**config.mk**
```make
export PLATFORM = sky130hd
export DESIGN_NAME = mem_access_unit
export DESIGN_NICKNAME = d
export VERILOG_FILES = /design/src/rtl/mem_access_unit.sv
export SDC_FILE = /design/constraint.sdc
export NUM_CORES = 1
export LEC_CHECK = 0
export ABC_AREA = 1
export BUFFER_PORTS_ARGS = -buffer_cell sky130_fd_sc_hd__buf_2
export CAP_MARGIN = 20
export CORE_UTILIZATION = 47
export DETAILED_ROUTE_END_ITERATION = 7
export PLACE_DENSITY = 0.76
export SLEW_MARGIN = 20
export SYNTH_ARGS = -nofsm -noshare
export SYNTH_HDL_FRONTEND = slang
export SYNTH_SLANG_ARGS = --single-unit
```
**constraint.sdc**
```tcl
create_clock -name clk -period 1.75 [get_ports clk]
set_input_delay 0.0875 -clock clk [delete_from_list [all_inputs] [get_ports clk]]
set_output_delay 0.0875 -clock clk [all_outputs]
set_load 0.02 [all_outputs]
```
**src/rtl/mem_access_unit.sv**
```systemverilog
// -----------------------------------------------------------------------------
// mem_access_unit
//
// Single-outstanding load/store sequencer between a core and a simple
// strobe/ack memory. A request is accepted in IDLE, presented to memory in
// ACCESS until mem_ack or a timeout, and reported by a one-cycle pulse in DONE.
//
// Parameters:
//   TIMEOUT    - max ACCESS cycles spent waiting for mem_ack (1..255)
//
// Ports:
//   clk        - clock, all state changes on the rising edge
//   rst        - synchronous active-high reset
//   req_valid  - core presents a request
//   req_we     - 1 = store, 0 = load
//   req_addr   - word address
//   req_wdata  - store data
//   req_ready  - unit can accept a request (IDLE only)
//   mem_req    - memory access strobe (ACCESS only)
//   mem_we     - memory write enable (never high without mem_req)
//   mem_addr   - memory address (latched request address)
//   mem_wdata  - memory write data (latched request data)
//   mem_ack    - memory completion, read data valid in the same cycle
//   mem_rdata  - memory read data
//   load_data  - registered load result
//   load_valid - one-cycle pulse: load_data updated by a completed load
//   store_done - one-cycle pulse: store completed
//   err        - one-cycle pulse: access timed out
// -----------------------------------------------------------------------------
module mem_access_unit #(
    parameter int TIMEOUT = 8
) (
    input  logic        clk,
    input  logic        rst,
    input  logic        req_valid,
    input  logic        req_we,
    input  logic [15:0] req_addr,
    input  logic [15:0] req_wdata,
    output logic        req_ready,
    output logic        mem_req,
    output logic        mem_we,
    output logic [15:0] mem_addr,
    output logic [15:0] mem_wdata,
    input  logic        mem_ack,
    input  logic [15:0] mem_rdata,
    output logic [15:0] load_data,
    output logic        load_valid,
    output logic        store_done,
    output logic        err
);

    typedef enum logic [1:0] {
        IDLE   = 2'd0,
        ACCESS = 2'd1,
        DONE   = 2'd2
    } state_t;

    // Last wait cycle index; the counter starts at 0 in the first ACCESS cycle.
    localparam logic [7:0] TIMEOUT_LAST = 8'(TIMEOUT - 1);

    state_t      state_q,      state_d;
    logic        we_q,         we_d;
    logic [15:0] addr_q,       addr_d;
    logic [15:0] wdata_q,      wdata_d;
    logic [7:0]  cnt_q,        cnt_d;
    logic [15:0] load_data_q,  load_data_d;
    logic        load_valid_q, load_valid_d;
    logic        store_done_q, store_done_d;
    logic        err_q,        err_d;

    always_comb begin
        state_d      = state_q;
        we_d         = we_q;
        addr_d       = addr_q;
        wdata_d      = wdata_q;
        cnt_d        = cnt_q;
        load_data_d  = load_data_q;
        load_valid_d = 1'b0;
        store_done_d = 1'b0;
        err_d        = 1'b0;

        case (state_q)
            IDLE: begin
                // mem_ack is deliberately not looked at here
                if (req_valid) begin
                    state_d = ACCESS;
                    we_d    = req_we;
                    addr_d  = req_addr;
                    wdata_d = req_wdata;
                    cnt_d   = 8'd0;
                end
            end
            ACCESS: begin
                // An ack in the last allowed cycle beats the timeout.
                if (mem_ack) begin
                    state_d = DONE;
                    if (we_q) begin
                        store_done_d = 1'b1;
                    end else begin
                        load_valid_d = 1'b1;
                        load_data_d  = mem_rdata;
                    end
                end else if (cnt_q == TIMEOUT_LAST) begin
                    state_d = DONE;
                    err_d   = 1'b1;
                    if (!we_q) begin
                        load_data_d = 16'hFFFF;
                    end
                end else begin
                    cnt_d = cnt_q + 8'd1;
                end
            end
            DONE: begin
                state_d = IDLE;
            end
            default: begin
                state_d = IDLE;
            end
        endcase
    end

    always_ff @(posedge clk) begin
        if (rst) begin
            state_q      <= IDLE;
            we_q         <= 1'b0;
            addr_q       <= 16'h0000;
            wdata_q      <= 16'h0000;
            cnt_q        <= 8'd0;
            load_data_q  <= 16'h0000;
            load_valid_q <= 1'b0;
            store_done_q <= 1'b0;
            err_q        <= 1'b0;
        end else begin
            state_q      <= state_d;
            we_q         <= we_d;
            addr_q       <= addr_d;
            wdata_q      <= wdata_d;
            cnt_q        <= cnt_d;
            load_data_q  <= load_data_d;
            load_valid_q <= load_valid_d;
            store_done_q <= store_done_d;
            err_q        <= err_d;
        end
    end

    // Everything below is decoded from registered state only.
    assign req_ready  = (state_q == IDLE);
    assign mem_req    = (state_q == ACCESS);
    assign mem_we     = mem_req & we_q;
    assign mem_addr   = addr_q;
    assign mem_wdata  = wdata_q;
    assign load_data  = load_data_q;
    assign load_valid = load_valid_q;
    assign store_done = store_done_q;
    assign err        = err_q;

endmodule

```
* Word-level counts from Yosys, hierarchy flattened *
Index checks and enable logic that the tools add are counted.

operators by class
  $add $sub $neg = 1
  eq/ne operators = 6
  mux-type cells = 15
  bitwise gates (word level) = 4
  reduce and logical (&&, ||, !) cells = 9

operators with widths
  kind                                                                    number
  16-bit two-way mux                                                      4
  8-bit two-way mux                                                       3
  8-bit case mux with 2 select lines                                      1
  8-bit by 1-bit adder with 8-bit output (second input constant)          1
  8-bit by 3-bit equality test with 1-bit output (second input constant)  1
  2-bit two-way mux                                                       3
  2-bit != test (second input constant)                                   3
  3-bit OR reduction                                                      2
  2-bit case mux with 2 select lines                                      1
  2-bit AND reduction                                                     2
  4-bit AND reduction                                                     1
  2-bit nonzero test                                                      2
  1-bit two-way mux                                                       3
  3-bit by 1-bit != test with 1-bit output (second input constant)        1
  1-bit inverter                                                          3
  3-bit AND reduction                                                     1
  2-bit by 1-bit equality test with 1-bit output (second input constant)  1
  2-bit zero test                                                         1
  1-bit AND                                                               1

storage, ports and cells
  register bits = 62
  bits of input ports = 53
  output and inout port bits = 54

* Depth between registers and ports, before layout *
  word-level depth = 4
  depth in mapped cells = 9
  depth with buffers taken out = 9

* Least setup slack after synthesis *
No wires, ideal clock.

  path type = flip-flop to flip-flop
  from = reg cnt_q[0]
  to = reg cnt_q[7]
  arrival time = 1.146 ns
  data required time = 1.633 ns
  path slack = 0.487 ns
  cell stages (with the launch flop) = 7
  buffers on the path = 0
  period minus slack after synthesis = 1.263 ns
  cells stage by stage = dfxtp_1 > ha_1 > nand3_2 > o21ai_4 > nand2_4 > nand2_1 > o21ai_1

on the way
  word-level cells in the longest chain between the ends = 4

RTL lines
  element                                 line  RTL
  start, declared                         65    logic [7:0] cnt_q, cnt_d;
  start signal, assigned                  138   cnt_q <= cnt_d;
  8-bit by 1-bit adder with 8-bit output  110   cnt_d = cnt_q + 8'd1;
  8-bit two-way mux                       103   end else if (cnt_q == TIMEOUT_LAST) begin
  8-bit two-way mux                       95    if (mem_ack) begin
  8-bit case mux with 2 select lines      82    case (state_q)

Several ways; a longest one is shown, not always the timed one. The select of a mux whose other input is x is not followed.
A chain may end at the register's enable or synchronous reset.

* Worst setup path after layout *
  from = reg cnt_q[0]
  to = reg load_data_q[3], in the netlist load_data[3]

on the way
  word-level cells in the longest chain between the ends = 3

RTL lines
  element                                         line  RTL
  8-bit by 3-bit equality test with 1-bit output  103
  2-bit nonzero test (no source line)             -
  3-bit AND reduction (no source line)            -
  end signal, assigned                            139   load_data_q <= load_data_d;
  end, declared                                   66    logic [15:0] load_data_q, load_data_d;

Every way passes these cells.

==> results by group <==
Clock network
  • Clk_lat worst skew: 0.33 ns
  • Setup Fix Bufs, Post-CTS: 0
  • # clock sinks: 62
  • CTS max path bufs: 2
  • Clock-pin slew on the worst setup and hold paths: 0.06 ns
  • CTS tree: done
  • Clk root buf: clkbuf_8
  • H-tree lvl count: 3
  • Total CTS buffers: 9

Yosys
  • Yosys warning count: 0
  • Syn nets: 403
  • Post-synthesis cell type count: 25
  • Syn Area/Cell: 7.40 sq um
  • Top cells by area, synth: dfxtp_1, nor2_1, inv_1
  • Post-Synthesis Cells: 349
  • Synth Register Bits: 62
  • Largest area contributor in the netlist: dfxtp_1
  • Register area share after synthesis: 48.1%
  • Synth top area share: 48.1%
  • Synthesized area: 2580 sq um

Route
  • Wire per inst: 11.7 um
  • Post-Route WL: 6340 um
  • Vias per Instance: 4.82
  • # DRC: 0
  • DR vias: 2,615
  • Final ANT Viol Nets: 0
  • Initial drt markers: 141
  • DRT Pass-1 Iters: 4

Worst setup path
  • Crit Path Max Fanout: 16
  • Critical path class: reg2reg
  • Crit. End Element: flop
  • Setup crit start kind: flop
  • Critical Path RT: 1.93 ns
  • Arrival time worst endpoint: 1.72 ns

Timing
  • Fin crit share: 88.3%
  • Fmax: 647 MHz
  • Tightest Pin Transition: 0.585 ns
  • Final setup viols: 0
  • Max_slew headroom: 60.8%
  • Final TNS setup: 0 ns
  • Final Hold Vio Count: 0
  • Clk_skew: 0.00791 ns
  • Minimum clock period: 1.55 ns
  • Unrepaired setup endpoints after global routing: false
  • Fin. max-slew vios: 0

Min path
  • Worst hold path type: in2reg

Global route
  • Total GRT Usage: 22.8%
  • Global route overflow: 0
  • Initial antenna violation count: 0
  • Vias in the first global route: 2,361
  • First-pass GRT wire length: 10,700 um
  • Pin count of the biggest net entering global routing: 39

Finish
  • Post-route design area: 3510 sq um
  • Area of the multi-input gates: 1070 sq um
  • Non-filler cells, final: 543
  • Number of filler cells placed in the layout: 459
  • Share of cells above drive strength 1: 31.3%
  • Area occupied by registers: 1240 sq um
  • Most frequent cells in the layout: buf_2, nor2_1, dfxtp_1
  • Final net count: 522
  • # diodes: 0
  • Most common cell after layout, fill and taps aside: buf_2
  • Layout Area Growth over Synthesis: 35.8%

Place
  • Placed Area: 3130 sq um
  • Port bufs: 106
  • Inst Count DP: 510
  • DP HPWL: 4110 um
  • Gpl congestion: 0.825

Floorplanning
  • Core Rows: 26
  • Core area: 5200 sq um
  • Die area: 5790 sq um
  • Die Y: 76.1 um
  • Starting density of the core: 49.6%
  • Die Wd: 76.1 um
  • I/O pins: 107

Pwr
  • PwrDens: 971 nW/um^2
  • Leak: 0.00172 uW
  • VDD IR max: 538 uV

Outcome
  • Status: complete, no violations

Run
  • Maxcap violations: 0
kinds of logic (layout without fill, tap and decap cells):
family / Yosys count / count (layout) / synth area share (%)
and+or+nand+nor: 161 / 161 / 27.2
buffers and inverters: 66 / 190 / 10.4
DFF: 62 / 62 / 48.1
AOI/OAI and AO/OA: 59 / 59 / 13.9
adders and majority gates: 1 / 1 / 0.485
repair_timing:
action	4_1_cts	5_1_grt
hold buffers	17	0
resized for setup	0	0
endpoints found under the hold margin	17	0
area by class of cell:
cell class | instances | area share, %
Sequential cell | 62 | 35.4
Multi-Input combinational cell | 221 | 30.6
Timing Repair Buffer | 126 | 20.6
Inverter | 48 | 5.14
Clock buffer | 13 | 4.53
Tap cell | 70 | 2.50
Clock inverter | 3 | 1.21
report_power, final:
part	total (uW)	switching, uW	internal [uW]	leakage, uW
Combinational	602	383	219	0.00111
Sequential	1550	46.0	1510	0.000509
Clock	1250	514	734	0.0000996
path summary, 6_finish.rpt:
path              slack, ns  cells past startpoint    startpoint           end
setup / recovery       0.20                      5      cnt_q[0]  load_data[3]
setup reg to reg       0.20                      5      cnt_q[0]  load_data[3]
hold / removal         0.01                      3  req_addr[11]  mem_addr[11]
hold reg to reg        0.45                      2  load_data[0]  load_data[0]
through the flow:
| step | setup slack (ns) | util [%] | hold slack (ns) | total power [uW] |
|---|---|---|---|---|
| after floorplan | 0.487 | - | 0.157 | 1960 |
| after global placement | 0.306 | 60.2 | 0.323 | 2140 |
| after detailed placement | 0.235 | 60.2 | 0.331 | 2150 |
| after CTS | 0.205 | 67.4 | 0.00125 | 3430 |
| after global routing | 0.0914 | 67.4 | 0.00873 | 3580 |
| final | 0.204 | 67.4 | 0.0128 | 3400 |
registers in the layout, summed over array words and instances (netlist names):
register / flops
cnt_q: 8
err: 1
load_data: 16
load_valid: 1
mem_addr: 16
mem_wdata: 16
state_q: 2
store_done: 1
we_q: 1
critical path, stage by stage, from the launching register on:
cell     delay, ns
dfxtp_1       0.34
ha_1          0.25
nand3_2       0.12
nor2_2        0.07
o21ai_4       0.47
a21oi_1       0.14
cell usage after synthesis:
library cell	number
buf_2	9
nor2_4	1
o21ai_0	14
nor2_1	78
nand3_2	1
dfxtp_1	62
nor3_1	4
o21bai_1	1
inv_1	44
nor2_2	4
nand4_1	17
nand3_1	11
o21ai_4	2
buf_1	2
inv_2	4
nand2_1	42
clkbuf_1	5
buf_6	1
nand2_4	1
ha_1	1
clkbuf_2	1
a21oi_2	10
nand2_2	2
o21ai_1	20
a21oi_1	12
metal layers:
layer  GRT usage [%]  part of all wire [%]
met2            40.5                    51
met3            5.99                   5.8
met5               0                     0
met4            8.27                  0.91
met1            26.3                    42
(Power assumes the default switching activity.)
